==> config.mk <==
export PLATFORM = sky130hd
export DESIGN_NAME = beep_tone_decoder
export DESIGN_NICKNAME = d
export VERILOG_FILES = /design/src/rtl/beep_pkg.sv /design/src/rtl/beep_note_classify.sv /design/src/rtl/beep_tone_decoder.sv
export SDC_FILE = /design/constraint.sdc
export NUM_CORES = 1
export LEC_CHECK = 0
export BUFFER_PORTS_ARGS = -buffer_cell sky130_fd_sc_hd__buf_4
export CAP_MARGIN = 10
export CORE_UTILIZATION = 39
export DETAILED_ROUTE_END_ITERATION = 8
export GPL_TIMING_DRIVEN = 1
export HOLD_SLACK_MARGIN = 0.02
export PLACE_DENSITY_LB_ADDON = 0.3
export SLEW_MARGIN = 20
export SYNTH_ARGS = -nofsm -noshare
export SYNTH_HDL_FRONTEND = slang
export SYNTH_SLANG_ARGS = --single-unit
==> constraint.sdc <==
create_clock -name clk -period 3.8 [get_ports clk]
set_clock_uncertainty 0.2 [all_clocks]
set_input_delay 1.14 -clock clk [delete_from_list [all_inputs] [get_ports clk]]
set_output_delay 1.14 -clock clk [all_outputs]
set_load 0.02 [all_outputs]
==> src/rtl/beep_pkg.sv <==
// beep_pkg: note codes, FSM states and the half-period table
// shared by the buzzer tone decoder and its classifier.
package beep_pkg;

    typedef enum logic [3:0] {
        NOTE_NONE = 4'd0,
        NOTE_DO   = 4'd1,
        NOTE_RE   = 4'd2,
        NOTE_MI   = 4'd3,
        NOTE_FA   = 4'd4,
        NOTE_SO   = 4'd5,
        NOTE_LA   = 4'd6,
        NOTE_SI   = 4'd7,
        NOTE_DO_  = 4'd8
    } note_e;

    typedef enum logic [1:0] {
        S_IDLE  = 2'd0,
        S_ARM   = 2'd1,
        S_TRACK = 2'd2
    } dec_state_e;

    localparam int          NUM_NOTES = 8;
    localparam logic [31:0] REF_HZ    = 32'd12000000;

    // Nominal half-periods in clk cycles at REF_HZ, index 0 = DO.
    function automatic logic [15:0] half_ref(input logic [2:0] idx);
        logic [15:0] h;
        case (idx)
            3'd0:    h = 16'd22901;
            3'd1:    h = 16'd20408;
            3'd2:    h = 16'd18182;
            3'd3:    h = 16'd17192;
            3'd4:    h = 16'd15306;
            3'd5:    h = 16'd13636;
            3'd6:    h = 16'd12146;
            default: h = 16'd11472;
        endcase
        return h;
    endfunction

    // Table rescaled to another clock; exact at REF_HZ.
    function automatic logic [15:0] half_at(
        input logic [2:0]  idx,
        input logic [31:0] clk_hz
    );
        return 16'((64'(half_ref(idx)) * 64'(clk_hz)) / 64'(REF_HZ));
    endfunction

endpackage

==> src/rtl/beep_note_classify.sv <==
// beep_note_classify: maps a measured half-period to a note code
// through eight tolerance windows; the lowest matching note wins.
module beep_note_classify
    import beep_pkg::*;
#(
    parameter logic [31:0] CLK_HZ    = 32'd12000000,
    parameter logic [2:0]  TOL_SHIFT = 3'd6
) (
    input  logic [15:0] len,
    output logic [3:0]  cls
);

    logic [15:0] nom;
    logic [15:0] tol;
    logic [15:0] diff;

    // Scan from the top note down so the lowest match is kept last.
    always_comb begin
        cls  = NOTE_NONE;
        nom  = '0;
        tol  = '0;
        diff = '0;
        for (int k = NUM_NOTES - 1; k >= 0; k--) begin
            nom  = half_at(3'(k), CLK_HZ);
            tol  = nom >> TOL_SHIFT;
            diff = (len >= nom) ? (len - nom) : (nom - len);
            if ((len != 16'hFFFF) && (diff <= tol))
                cls = 4'(k + 1);
        end
    end

endmodule

==> src/rtl/beep_tone_decoder.sv <==
// beep_tone_decoder: measures square-wave half-periods and reports a
// stable scale note. Optional BEEP_DEC_GLITCH_EN drops short halves.
module beep_tone_decoder
    import beep_pkg::*;
#(
    parameter logic [31:0] CLK_HZ      = 32'd12000000,
    parameter logic [2:0]  TOL_SHIFT   = 3'd6,
    parameter logic [3:0]  MATCH_CNT   = 4'd4,
    parameter logic [23:0] TIMEOUT_CYC = 24'd1200000,
    parameter logic [15:0] MIN_HALF    = 16'd64
) (
    input  logic       clk,
    input  logic       i_rst_n,
    input  logic       i_tone,
    output logic [3:0] o_note,
    output logic       o_valid,
    output logic       o_active
);

`ifdef BEEP_DEC_GLITCH_EN
    localparam bit GLITCH_EN = 1'b1;
`else
    localparam bit GLITCH_EN = 1'b0;
`endif

    logic        tone_s1;
    logic        tone_s2;
    logic        tone_prev;
    logic        edge_q;
    logic        strobe;
    logic        timeout;
    logic [15:0] half_cnt;
    logic [23:0] sil_cnt;
    logic [3:0]  cls;
    logic [3:0]  cls_q;
    logic        cls_v;
    logic        cls_first;
    dec_state_e  state;
    dec_state_e  state_d;
    logic [3:0]  cand;
    logic [3:0]  cand_d;
    logic [3:0]  streak;
    logic [3:0]  streak_d;
    logic [3:0]  note_d;
    logic        valid_d;

    // Synchronise the tone and register an either-edge strobe.
    always_ff @(posedge clk or negedge i_rst_n) begin
        if (!i_rst_n) begin
            tone_s1   <= 1'b0;
            tone_s2   <= 1'b0;
            tone_prev <= 1'b0;
            edge_q    <= 1'b0;
        end else begin
            tone_s1   <= i_tone;
            tone_s2   <= tone_s1;
            tone_prev <= tone_s2;
            edge_q    <= tone_s2 ^ tone_prev;
        end
    end

    assign strobe  = edge_q &&
                     !(GLITCH_EN && (half_cnt < MIN_HALF));
    assign timeout = !strobe &&
                     (sil_cnt == TIMEOUT_CYC - 24'd1);

    // Half-period and silence counters, both restarted by a strobe.
    always_ff @(posedge clk or negedge i_rst_n) begin
        if (!i_rst_n) begin
            half_cnt <= '0;
            sil_cnt  <= '0;
        end else begin
            if (strobe)
                half_cnt <= 16'd1;
            else if (half_cnt != 16'hFFFF)
                half_cnt <= half_cnt + 16'd1;
            if (strobe)
                sil_cnt <= 24'd1;
            else if (!timeout)
                sil_cnt <= sil_cnt + 24'd1;
        end
    end

    beep_note_classify #(
        .CLK_HZ    (CLK_HZ),
        .TOL_SHIFT (TOL_SHIFT)
    ) u_classify (
        .len (half_cnt),
        .cls (cls)
    );

    // Latch the class of each measured half for the tracker.
    always_ff @(posedge clk or negedge i_rst_n) begin
        if (!i_rst_n) begin
            cls_q     <= NOTE_NONE;
            cls_v     <= 1'b0;
            cls_first <= 1'b0;
        end else begin
            cls_v     <= strobe && (state != S_IDLE);
            cls_first <= strobe && (state == S_ARM);
            if (strobe)
                cls_q <= cls;
        end
    end

    // FSM and tracker state register.
    always_ff @(posedge clk or negedge i_rst_n) begin
        if (!i_rst_n) begin
            state   <= S_IDLE;
            cand    <= NOTE_NONE;
            streak  <= '0;
            o_note  <= NOTE_NONE;
            o_valid <= 1'b0;
        end else begin
            state   <= state_d;
            cand    <= cand_d;
            streak  <= streak_d;
            o_note  <= note_d;
            o_valid <= valid_d;
        end
    end

    // Next state, streak tracking and note commit.
    always_comb begin
        state_d  = state;
        cand_d   = cand;
        streak_d = streak;
        note_d   = o_note;
        valid_d  = 1'b0;
        unique case (state)
            S_IDLE:  if (strobe) state_d = S_ARM;
            S_ARM:   if (strobe) state_d = S_TRACK;
            S_TRACK: state_d = S_TRACK;
            default: state_d = S_IDLE;
        endcase
        if (cls_v) begin
            if (cls_first || (cls_q != cand)) begin
                cand_d   = cls_q;
                streak_d = 4'd1;
            end else if (streak < MATCH_CNT) begin
                streak_d = streak + 4'd1;
            end
            if ((streak_d == MATCH_CNT) && (cand_d != o_note)) begin
                note_d  = cand_d;
                valid_d = 1'b1;
            end
        end
        if (timeout) begin
            state_d  = S_IDLE;
            cand_d   = NOTE_NONE;
            streak_d = '0;
            if (o_note != NOTE_NONE) begin
                note_d  = NOTE_NONE;
                valid_d = 1'b1;
            end
        end
    end

    assign o_active = (state == S_TRACK);

endmodule

==> flow_metrics.tcl, run 1 <==
set metrics [dict create \
    clk_pin_slew_ns 0.07 \
    io_pins 9 \
    period_minus_slack_ns 3.63 \
    crit_path_max_fanout 11 \
    cap_violations 0 \
    io_buffers 8 \
    final_util_pct 45.1 \
    synth-seq-cells 65 \
    drive_gt1_share_pct 15.5 \
    first_pass_iters 7 \
    tns_ns 0 \
    ant_nets 0 \
    outcome "finished, final reports clean" \
    ys.flop_type "dfrtp_1" \
    swShare_pct 36.2 \
    place_area_um2 9120 \
    synth_nets 1150 \
    synth.cell_area_um2 8370 \
    final_cell_mix "nor2_1 (113), buf_4 (106), nand2_1 (91)" \
    use_met1_pct 40.1 \
    syn_area_per_cell_um2 7.50 \
    use_met3_pct 5.77 \
    die_area_um2 22100 \
    drc_errors 0 \
    cts_made_buffers 9 \
    grt_antenna_before_repair 0 \
    place_congestion 1.00 \
    use_met2_pct 44.3 \
    synthXorXnorAreaFrac_pct 9.41 \
    clk_latency_ns 0.34 \
    htreeDepth 3 \
    min_from "tone_s1" \
    pwr-share-clk_pct 35.9 \
    arrival_ns 3.66 \
    grt_overflow 0 \
    setup_violations 0 \
    postCtsHoldBufs 0 \
    post-route-period-util_pct 95.6 \
    cts_tree "built" \
    intPower_mw 1.68 \
    relSlewSlack_pct 40.4 \
    dieWidth_um 149 \
    placementRows 53 \
    start_kind "flop" \
    grt_pass1_wl_um 50000 \
    slew_violations 0 \
    p_comb_share_pct 33.2 \
    finalHoldViolations 0 \
    multi_input_area_um2 6200 \
    vdd_drop_max_uv 234 \
    cts-root-buf "clkbuf_16" \
    ys_warn_count 0 \
    totalWireLength_um 31900 \
    synthCells 1117 \
    seq_area_um2 1630 \
    fin_hold_ws_ns 0.148 \
    nets 1179 \
    nFillCells 2118 \
    criticalPathCategory "reg2reg" \
    core_area_um2 21000 \
    max_slew.worst_pin.slew_ns 0.894 \
    max_freq_mhz 275 \
    die_y_um 149 \
    viasPerCell 6.37 \
    seq_area_frac_synth_pct 19.4 \
    slowest_delay_ns 0.41 \
    switchingPower_uw 956 \
    finalPower_mw 2.64 \
    antenna_cells 0 \
    power_leakage_nw 3.77 \
    clock-sinks 65 \
    critPathLaunch "half_cnt[2]" \
    synth_enable_flop_cells 0 \
    synth_cell_types 99 \
    synthAdderAreaFrac_pct 4.48 \
    design_area_um2 9480 \
    area_delta_synth_final_pct 13.2 \
    initial_core_util_pct 39.8 \
    synthMuxAreaShare_pct 2.91 \
    vias 9088 \
    yosys.area_share.simple_pct 27.6 \
    cts_setup_buffers 0 \
    drt_first_iter_violations 1003 \
    crit_chain "clkinv_1, buf_4, ha_1, a21o_1, a21o_1, a22o_1, nor4_1, and3b_1, and3b_1, a2111oi_4, a2111oi_2, o41ai_1" \
    grt_pass1_vias 8517 \
    wire_per_inst_um 22.3 \
    synth_compound_area_share_pct 29.2 \
    cpMaxStageDelayCell "dfrtp_1" \
    grtUsageTotal_pct 29.4 \
    gr-max-usage-layer "met2" \
    hold_path.class "reg2reg" \
    clk_path_buf_depth 2 \
    power_density_nw_per_um2 278 \
    dp_hpwl_um 23700 \
    cp.required_ns 3.83 \
    r2r_start "half_cnt[2]" \
    p_seq_share_pct 31.0 \
    synth_top_family_by_area "compound AO/OA/AOI/OAI gates" \
    grt_max_degree 66 \
    synthArstFlopShare_pct 100 \
    final_common_cell "nor2_1" \
    cp-end-kind "flop" \
]
## sequential cells by signal, indices dropped and copies added (netlist names)
register   flops
cls_q          4
sil_cnt       24
cls_first      1
streak         4
tone_s1        1
tone_prev      1
state          2
cand           4
cls_v          1
tone_s2        1
o_valid        1
edge_q         1
half_cnt      16
o_note         4
## layout make-up
cell class	instances	share of cell area, %
multi-input combinational	931	65.3
sequential	65	17.2
timing repair buffer	110	9.24
tap	275	3.63
clock buffer	10	2.52
inverter	29	1.15
clock inverter	6	0.950
## per-layer routing
metal  wire length, µm  vias up
li1                  -     4193
met1             13500     4289
met2             13700      499
met3              3100      107
met4              1590        0
met5                 0        -
## per-stage QoR
step,instances,worst slack [ns]
6_report,1426,0.167
5_1_grt,1426,-0.00118
4_1_cts,1426,0.00643
3_5_place_dp,1410,0.0400
3_3_place_gp,1410,0.0311
2_1_floorplan,1117,0.226
## worst max-delay path: cells and delay by family, from the launching register on
kind	cells	cell delay (ns)
AO/OA/AOI/OAI	6	1.66
AND/OR/NAND/NOR	3	0.63
flip-flops	1	0.41
buffers and inverters	2	0.34
adder cells (fa/ha/maj)	1	0.28
## Yosys cell counts (all sizes together), types with 5 or more instances
| cell | number | area [µm²] |
|---|---|---|
| a311oi | 6 | 52.6 |
| nor3 | 35 | 191 |
| clkinv | 5 | 18.8 |
| and4 | 8 | 70.1 |
| nand4 | 22 | 138 |
| mux2i | 21 | 210 |
| o21a | 11 | 82.6 |
| o211ai | 17 | 146 |
| a2111oi | 10 | 151 |
| or2 | 8 | 52.6 |
| xor2 | 22 | 193 |
| nor4 | 13 | 87.6 |
| nor3b | 6 | 45.0 |
| a21oi | 80 | 408 |
| nor2 | 114 | 428 |
| clkbuf | 41 | 154 |
| o22ai | 9 | 56.3 |
| and3 | 13 | 81.3 |
| nand2b | 17 | 106 |
| a32oi | 5 | 43.8 |
| o2111ai | 7 | 61.3 |
| buf | 51 | 319 |
| xnor2 | 68 | 596 |
| nand2 | 92 | 348 |
| inv | 24 | 90.1 |
| and2 | 19 | 123 |
| a21o | 15 | 113 |
| nand3 | 36 | 180 |
| a31oi | 20 | 125 |
| o21ai | 77 | 389 |
| or3 | 12 | 75.1 |
| and3b | 7 | 61.3 |
| o221ai | 5 | 43.8 |
| dfrtp | 65 | 1630 |
| nor2b | 14 | 87.6 |
| a211oi | 17 | 143 |
| ha | 30 | 375 |
| o31ai | 11 | 82.6 |
| nor4b | 6 | 80.1 |
| a211o | 6 | 52.6 |
## what timing repair did
item / 4_1_cts / 5_1_grt
gates resized for setup: 0 / 7
setup endpoints to repair: 0 / 4
endpoints found under the hold margin: 0 / 0
## power groups by stage
| stage | registers [mW] | logic (mW) | clock network, mW |
|---|---|---|---|
| after global routing | 0.829 | 0.950 | 0.987 |
| after floorplan | 0.812 | 0.582 | 0 |
| after detailed placement | 0.828 | 0.853 | 0 |
| after CTS | 0.818 | 0.858 | 0.960 |
| final | 0.818 | 0.875 | 0.946 |
| after global placement | 0.826 | 0.858 | 0 |
## logic make-up after synthesis
logic type / after synthesis
xor+xnor: 90
compound gates: 349
mux: 24
simple gates: 438
buf+inv: 121
fa+ha+maj: 30
flops: 65
## path summary, 6_finish.rpt
check	end	slack, ns	cells after the start
worst max-delay path	cls_q[2]	0.17	12
worst min-delay path	tone_s2	0.15	0
worst max register to register	cls_q[2]	0.17	12
worst min register to register	tone_s2	0.15	0
max in group asynchronous	half_cnt[10]	2.03	1
min in group asynchronous	half_cnt[2]	0.70	1
Note: power is estimated with default switching activity, not from simulation.
==> run 2, diff against run 1 <==
--- a/config.mk
+++ b/config.mk
@@ -5,10 +5,10 @@
 export SDC_FILE = /design/constraint.sdc
 export NUM_CORES = 1
 export LEC_CHECK = 0
-export BUFFER_PORTS_ARGS = -buffer_cell sky130_fd_sc_hd__buf_4
 export CAP_MARGIN = 10
 export CORE_UTILIZATION = 39
 export DETAILED_ROUTE_END_ITERATION = 8
+export DONT_BUFFER_PORTS = 1
 export GPL_TIMING_DRIVEN = 1
 export HOLD_SLACK_MARGIN = 0.02
 export PLACE_DENSITY_LB_ADDON = 0.3
==> run 2 against run 1 <==
- clock power decreased by 11%
- global-route usage decreased by 0.092 points
- non-clock buffer count increased by 2
- via count decreased by 0.14%
- hold slack improved by 0.0046 ns
- largest cell class unchanged
- cell area decreased by 0.45%
- critical path type unchanged
- cell count about the same
- sequential share of layout area increased by 0.064 points
- first-iteration DRC count increased by 9.2%
- core utilization decreased by 0.20 points
- largest power group unchanged
- sequential power about the same
==> flow_metrics.tcl, run 2 (synthesis gave the netlist of run 1 again) <==
set metrics [dict create \
    cts_made_buffers 9 \
    outcome "finished, final reports clean" \
    dp_hpwl_um 23800 \
    max_freq_mhz 273 \
    relSlewSlack_pct 46.8 \
    place_area_um2 9070 \
    tns_ns 0 \
    first_pass_iters 5 \
    fin_cells 1427 \
    finalPower_mw 2.48 \
    cp.depth 11 \
    r2r_start "half_cnt[3]" \
    fin_hold_ws_ns 0.152 \
    min_from "tone_s1" \
    slowest_delay_ns 0.45 \
    final_common_cell "nor2_1" \
    grt_max_degree 66 \
    antenna_cells 0 \
    ant_nets 0 \
    power_density_nw_per_um2 263 \
    nets 1181 \
    path_buf_inv 1 \
    die_y_um 149 \
    io_buffers 0 \
    totalWireLength_um 31600 \
    max_slew.worst_pin.slew_ns 0.791 \
    reg.largest.list "sil_cnt x24, half_cnt x16" \
    hold_path.class "reg2reg" \
    cap_violations 0 \
    criticalPathCategory "reg2reg" \
    crit_chain "buf_4, ha_1, a21o_1, a21o_1, a22o_1, nor3_1, nor3_1, a211oi_2, a2111oi_4, a2111oi_2, o41ai_1" \
    arrival_ns 3.68 \
    postCtsHoldBufs 0 \
    placedCellCount 1407 \
    cts_tree "built" \
    grtUsageTotal_pct 29.3 \
    hold_path_depth 0 \
    clk_path_buf_depth 2 \
    vdd_drop_max_uv 205 \
    initial_core_util_pct 39.8 \
    cts-root-buf "clkbuf_16" \
    largest_reg_flops 24 \
    grt_pass1_wl_um 49500 \
    grt_antenna_before_repair 0 \
    die_area_um2 22100 \
    setup_violations 0 \
    start_kind "flop" \
    drt_first_iter_violations 1095 \
    area_delta_synth_final_pct 12.7 \
    reg2reg_to "cls_q[2]" \
    io_pins 9 \
    htreeDepth 3 \
    post-place-ws_ns 0.184 \
    slew_violations 0 \
    critPathLaunch "half_cnt[3]" \
    final_cell_mix "nor2_1 (114), buf_4 (110), nand2_1 (91)" \
    cp-end-kind "flop" \
    core_area_um2 21000 \
    cp_top_family "compound AO/OA/AOI/OAI gates" \
    post-route-period-util_pct 96.3 \
    vias 9075 \
    reg2reg_depth 11 \
    clk_latency_ns 0.34 \
    setup_ws_ns 0.141 \
    clk_pin_slew_ns 0.06 \
    grt_overflow 0 \
    placementRows 53 \
    dieWidth_um 149 \
    rsz0062_at_grt "no" \
    final_util_pct 44.9 \
    wire_per_inst_um 22.2 \
    cpMaxStageDelayCell "a2111oi_4" \
    period_minus_slack_ns 3.66 \
    ff2ff_setup_slack_ns 0.14 \
    clock-sinks 65 \
    place_congestion 1.00 \
    grt_pass1_vias 8494 \
    crit_path_max_fanout 29 \
    finalHoldViolations 0 \
    top_register "sil_cnt" \
    design_area_um2 9440 \
    viasPerCell 6.36 \
    power_leakage_nw 3.75 \
    drive_gt1_share_pct 15.6 \
    cp.required_ns 3.82 \
    drc_errors 0 \
    worstHoldEndpoint "tone_s2" \
]
==> run 2: cell types whose count changed in the layout (fill, tap and decap cells not counted), sizes merged <==
cell	delta
inv	-1
buf	+2
bufinv	-1
clkinv	+1
==> run 2: layout make-up <==
type / count / area [µm²]
clock buffer: 10 / 239
inverter: 29 / 109
sequential: 65 / 1630
timing repair buffer: 112 / 866
tap: 275 / 344
multi-input combinational: 931 / 6200
clock inverter: 5 / 56.3
fill: 2129 / 11600
==> run 2: layer usage <==
metal / track usage, % / routed length, µm / part of all wire (%)
met5: 0 / 0 / 0
met1: 39.6 / 13700 / 43
met4: 15.0 / 1770 / 5.6
met2: 44.5 / 13500 / 43
met3: 5.21 / 2660 / 8.4
==> run 2: worst register-to-register path, cell delays in order, from the launching register on <==
cell	delay [ns]
dfrtp_1	0.34
buf_4	0.35
ha_1	0.34
a21o_1	0.20
a21o_1	0.33
a22o_1	0.35
nor3_1	0.11
nor3_1	0.29
a211oi_2	0.11
a2111oi_4	0.45
a2111oi_2	0.10
o41ai_1	0.38
==> run 2: power by group <==
| group | internal, mW | leakage [nW] | switching [mW] |
|---|---|---|---|
| clock network | 0.521 | 0.144 | 0.324 |
| logic | 0.321 | 2.74 | 0.499 |
| registers | 0.751 | 0.873 | 0.0660 |
| total | 1.59 | 3.75 | 0.889 |
==> run 2: worst max path at each step <==
stage | to | slack [ns]
after floorplan | cls_q[0] | 0.23
after global placement | cls_q[2] | 0.18
after detailed placement | cls_q[2] | 0.18
after CTS | cls_q[2] | 0.14
after global routing | cls_q[2] | 0.0006
final | cls_q[2] | 0.14
==> run 2: what timing repair did <==
item	CTS	global route
resized for setup	0	9
setup buffers	0	5
endpoints found under the setup margin	0	4
==> run 3, diff against run 2 <==
--- a/config.mk
+++ b/config.mk
@@ -6,7 +6,7 @@
 export NUM_CORES = 1
 export LEC_CHECK = 0
 export CAP_MARGIN = 10
-export CORE_UTILIZATION = 39
+export CORE_UTILIZATION = 55
 export DETAILED_ROUTE_END_ITERATION = 8
 export DONT_BUFFER_PORTS = 1
 export GPL_TIMING_DRIVEN = 1
==> run 3 against run 2 <==
- core utilization rose by 17 points
- combinational power is 2% lower
- largest cell class unchanged
- the flow now finishes with violations (DRC)
- setup slack worse by 0.060 ns
- register-to-register slack worse by 0.06 ns
- highest routed layer is now met5
==> flow_metrics.tcl, run 3 (synthesis gave the netlist of run 1 again) <==
set metrics [dict create \
    slew_violations 0 \
    antenna_cells 0 \
    power_density_nw_per_um2 263 \
    setup_violations 0 \
    drc_errors 3 \
    top_register "sil_cnt" \
    initial_core_util_pct 57.0 \
    ant_nets 0 \
    finalHoldViolations 0 \
    relSlewSlack_pct 43.2 \
    grt_pass1_vias 8395 \
    viasPerCell 7.01 \
    nets 1159 \
    period_minus_slack_ns 3.72 \
    grt_pass1_wl_um 46300 \
    grtUsageTotal_pct 37.4 \
    ff2ff_setup_slack_ns 0.08 \
    vias 9212 \
    first_pass_iters 8 \
    wire_per_inst_um 22.1 \
    grt_max_degree 66 \
    cts-root-buf "clkbuf_16" \
    totalWireLength_um 29100 \
    grt_antenna_before_repair 1 \
    final_util_pct 62.2 \
    r2r_start "half_cnt[3]" \
    io_pins 9 \
    cap_violations 0 \
    postCtsHoldBufs 0 \
    htreeDepth 3 \
    dieWidth_um 125 \
    post-route-period-util_pct 97.9 \
    dp_hpwl_um 21500 \
    drive_gt1_share_pct 13.8 \
    cp-end-kind "flop" \
    clk_latency_ns 0.34 \
    io_buffers 0 \
    fin_hold_ws_ns 0.176 \
    grt_overflow 0 \
    placedCellCount 1299 \
    outcome "finished with violations" \
    max_slew.worst_pin.slew_ns 0.851 \
    min_from "tone_s1" \
    vdd_drop_max_uv 225 \
    seq_area_um2 1630 \
    cts_made_buffers 9 \
    final_common_cell "nor2_1" \
    crit_path_max_fanout 8 \
    cts_tree "built" \
    fin_cells 1315 \
    final_cell_mix "nor2_1 (114), nand2_1 (91), buf_4 (88)" \
    die_area_um2 15700 \
    multi_input_area_um2 6190 \
    arrival_ns 3.74 \
    core_area_um2 14700 \
    hold_path_depth 0 \
    clk_path_buf_depth 2 \
    largest_reg_flops 24 \
    nFillCells 1315 \
    violations "DRC" \
    placementRows 44 \
    area_delta_synth_final_pct 9.13 \
    worstHoldEndpoint "tone_s2" \
    max_freq_mhz 269 \
    reg.largest.list "sil_cnt x24, half_cnt x16" \
    cp.required_ns 3.82 \
    place_congestion 1.04 \
    power_leakage_nw 3.64 \
    drt_first_iter_violations 1375 \
    clock-sinks 65 \
    reg2reg_depth 11 \
    die_y_um 125 \
    clk_pin_slew_ns 0.06 \
    reg2reg_to "cls_q[2]" \
    criticalPathCategory "reg2reg" \
    start_kind "flop" \
    hold_path.class "reg2reg" \
]
[run 3: cell count changes in the layout (fill, tap and decap cells not counted), sizes merged]
cell      delta
clkinvlp     +1
bufinv       -1
inv          +1
buf         -22
[run 3: worst max-delay path by stage]
stage	start	endpoint	slack (ns)
6_report	half_cnt[3]	cls_q[2]	0.08
5_1_grt	half_cnt[3]	cls_q[2]	-0.04
4_1_cts	half_cnt[3]	cls_q[1]	0.21
3_5_place_dp	half_cnt[3]	cls_q[1]	0.23
3_3_place_gp	half_cnt[0]	cls_q[3]	0.28
2_1_floorplan	half_cnt[3]	cls_q[0]	0.23
[run 3: repair_timing]
item | CTS | global route
resized for setup | 0 | 7
endpoints found under the setup margin | 0 | 4
setup buffers | 0 | 0
[run 3: through the flow]
| stage | instance area (µm²) | TNS, ns | setup slack [ns] | total power, mW |
|---|---|---|---|---|
| 6_report | 9140 | 0 | 0.0806 | 2.40 |
| 5_1_grt | 9140 | -0.0436 | -0.0436 | 2.54 |
| 4_1_cts | 9110 | 0 | 0.207 | 2.39 |
| 3_5_place_dp | 8830 | 0 | 0.234 | 1.61 |
| 3_3_place_gp | 8830 | 0 | 0.276 | 1.59 |
| 2_1_floorplan | 8370 | 0 | 0.226 | 1.39 |
[run 3: worst max-delay path: stages, from the launching register on]
cell	delay, ns
dfrtp_1	0.37
inv_1	0.22
ha_1	0.40
nand4_1	0.22
nand2b_1	0.21
a311oi_1	0.47
and3b_1	0.25
o32ai_1	0.13
o2111ai_1	0.15
nor3_1	0.44
a2111oi_2	0.17
o41ai_1	0.37
[run 3: layout make-up]
type                       instances  share of cell area, %
clock buffer                      10                   2.62
clock inverter                     6                  0.465
inverter                          29                   1.19
multi-input combinational        931                   67.7
sequential                        65                   17.8
tap                              184                   2.52
timing repair buffer              90                   7.67
[run 3: power by group]
group	leakage (nW)	switching (mW)	internal, mW	total [mW]
registers	0.873	0.0672	0.751	0.818
clock network	0.135	0.326	0.460	0.785
logic	2.63	0.484	0.317	0.801
total	3.64	0.877	1.53	2.40
[run 3: routing by layer]
metal	up-vias	wire, µm	track usage, %
met4	2	1290	16.4
met2	666	12200	56.2
li1	4150	-	-
met1	4281	11800	51.1
met3	113	3830	8.94
met5	-	10	0
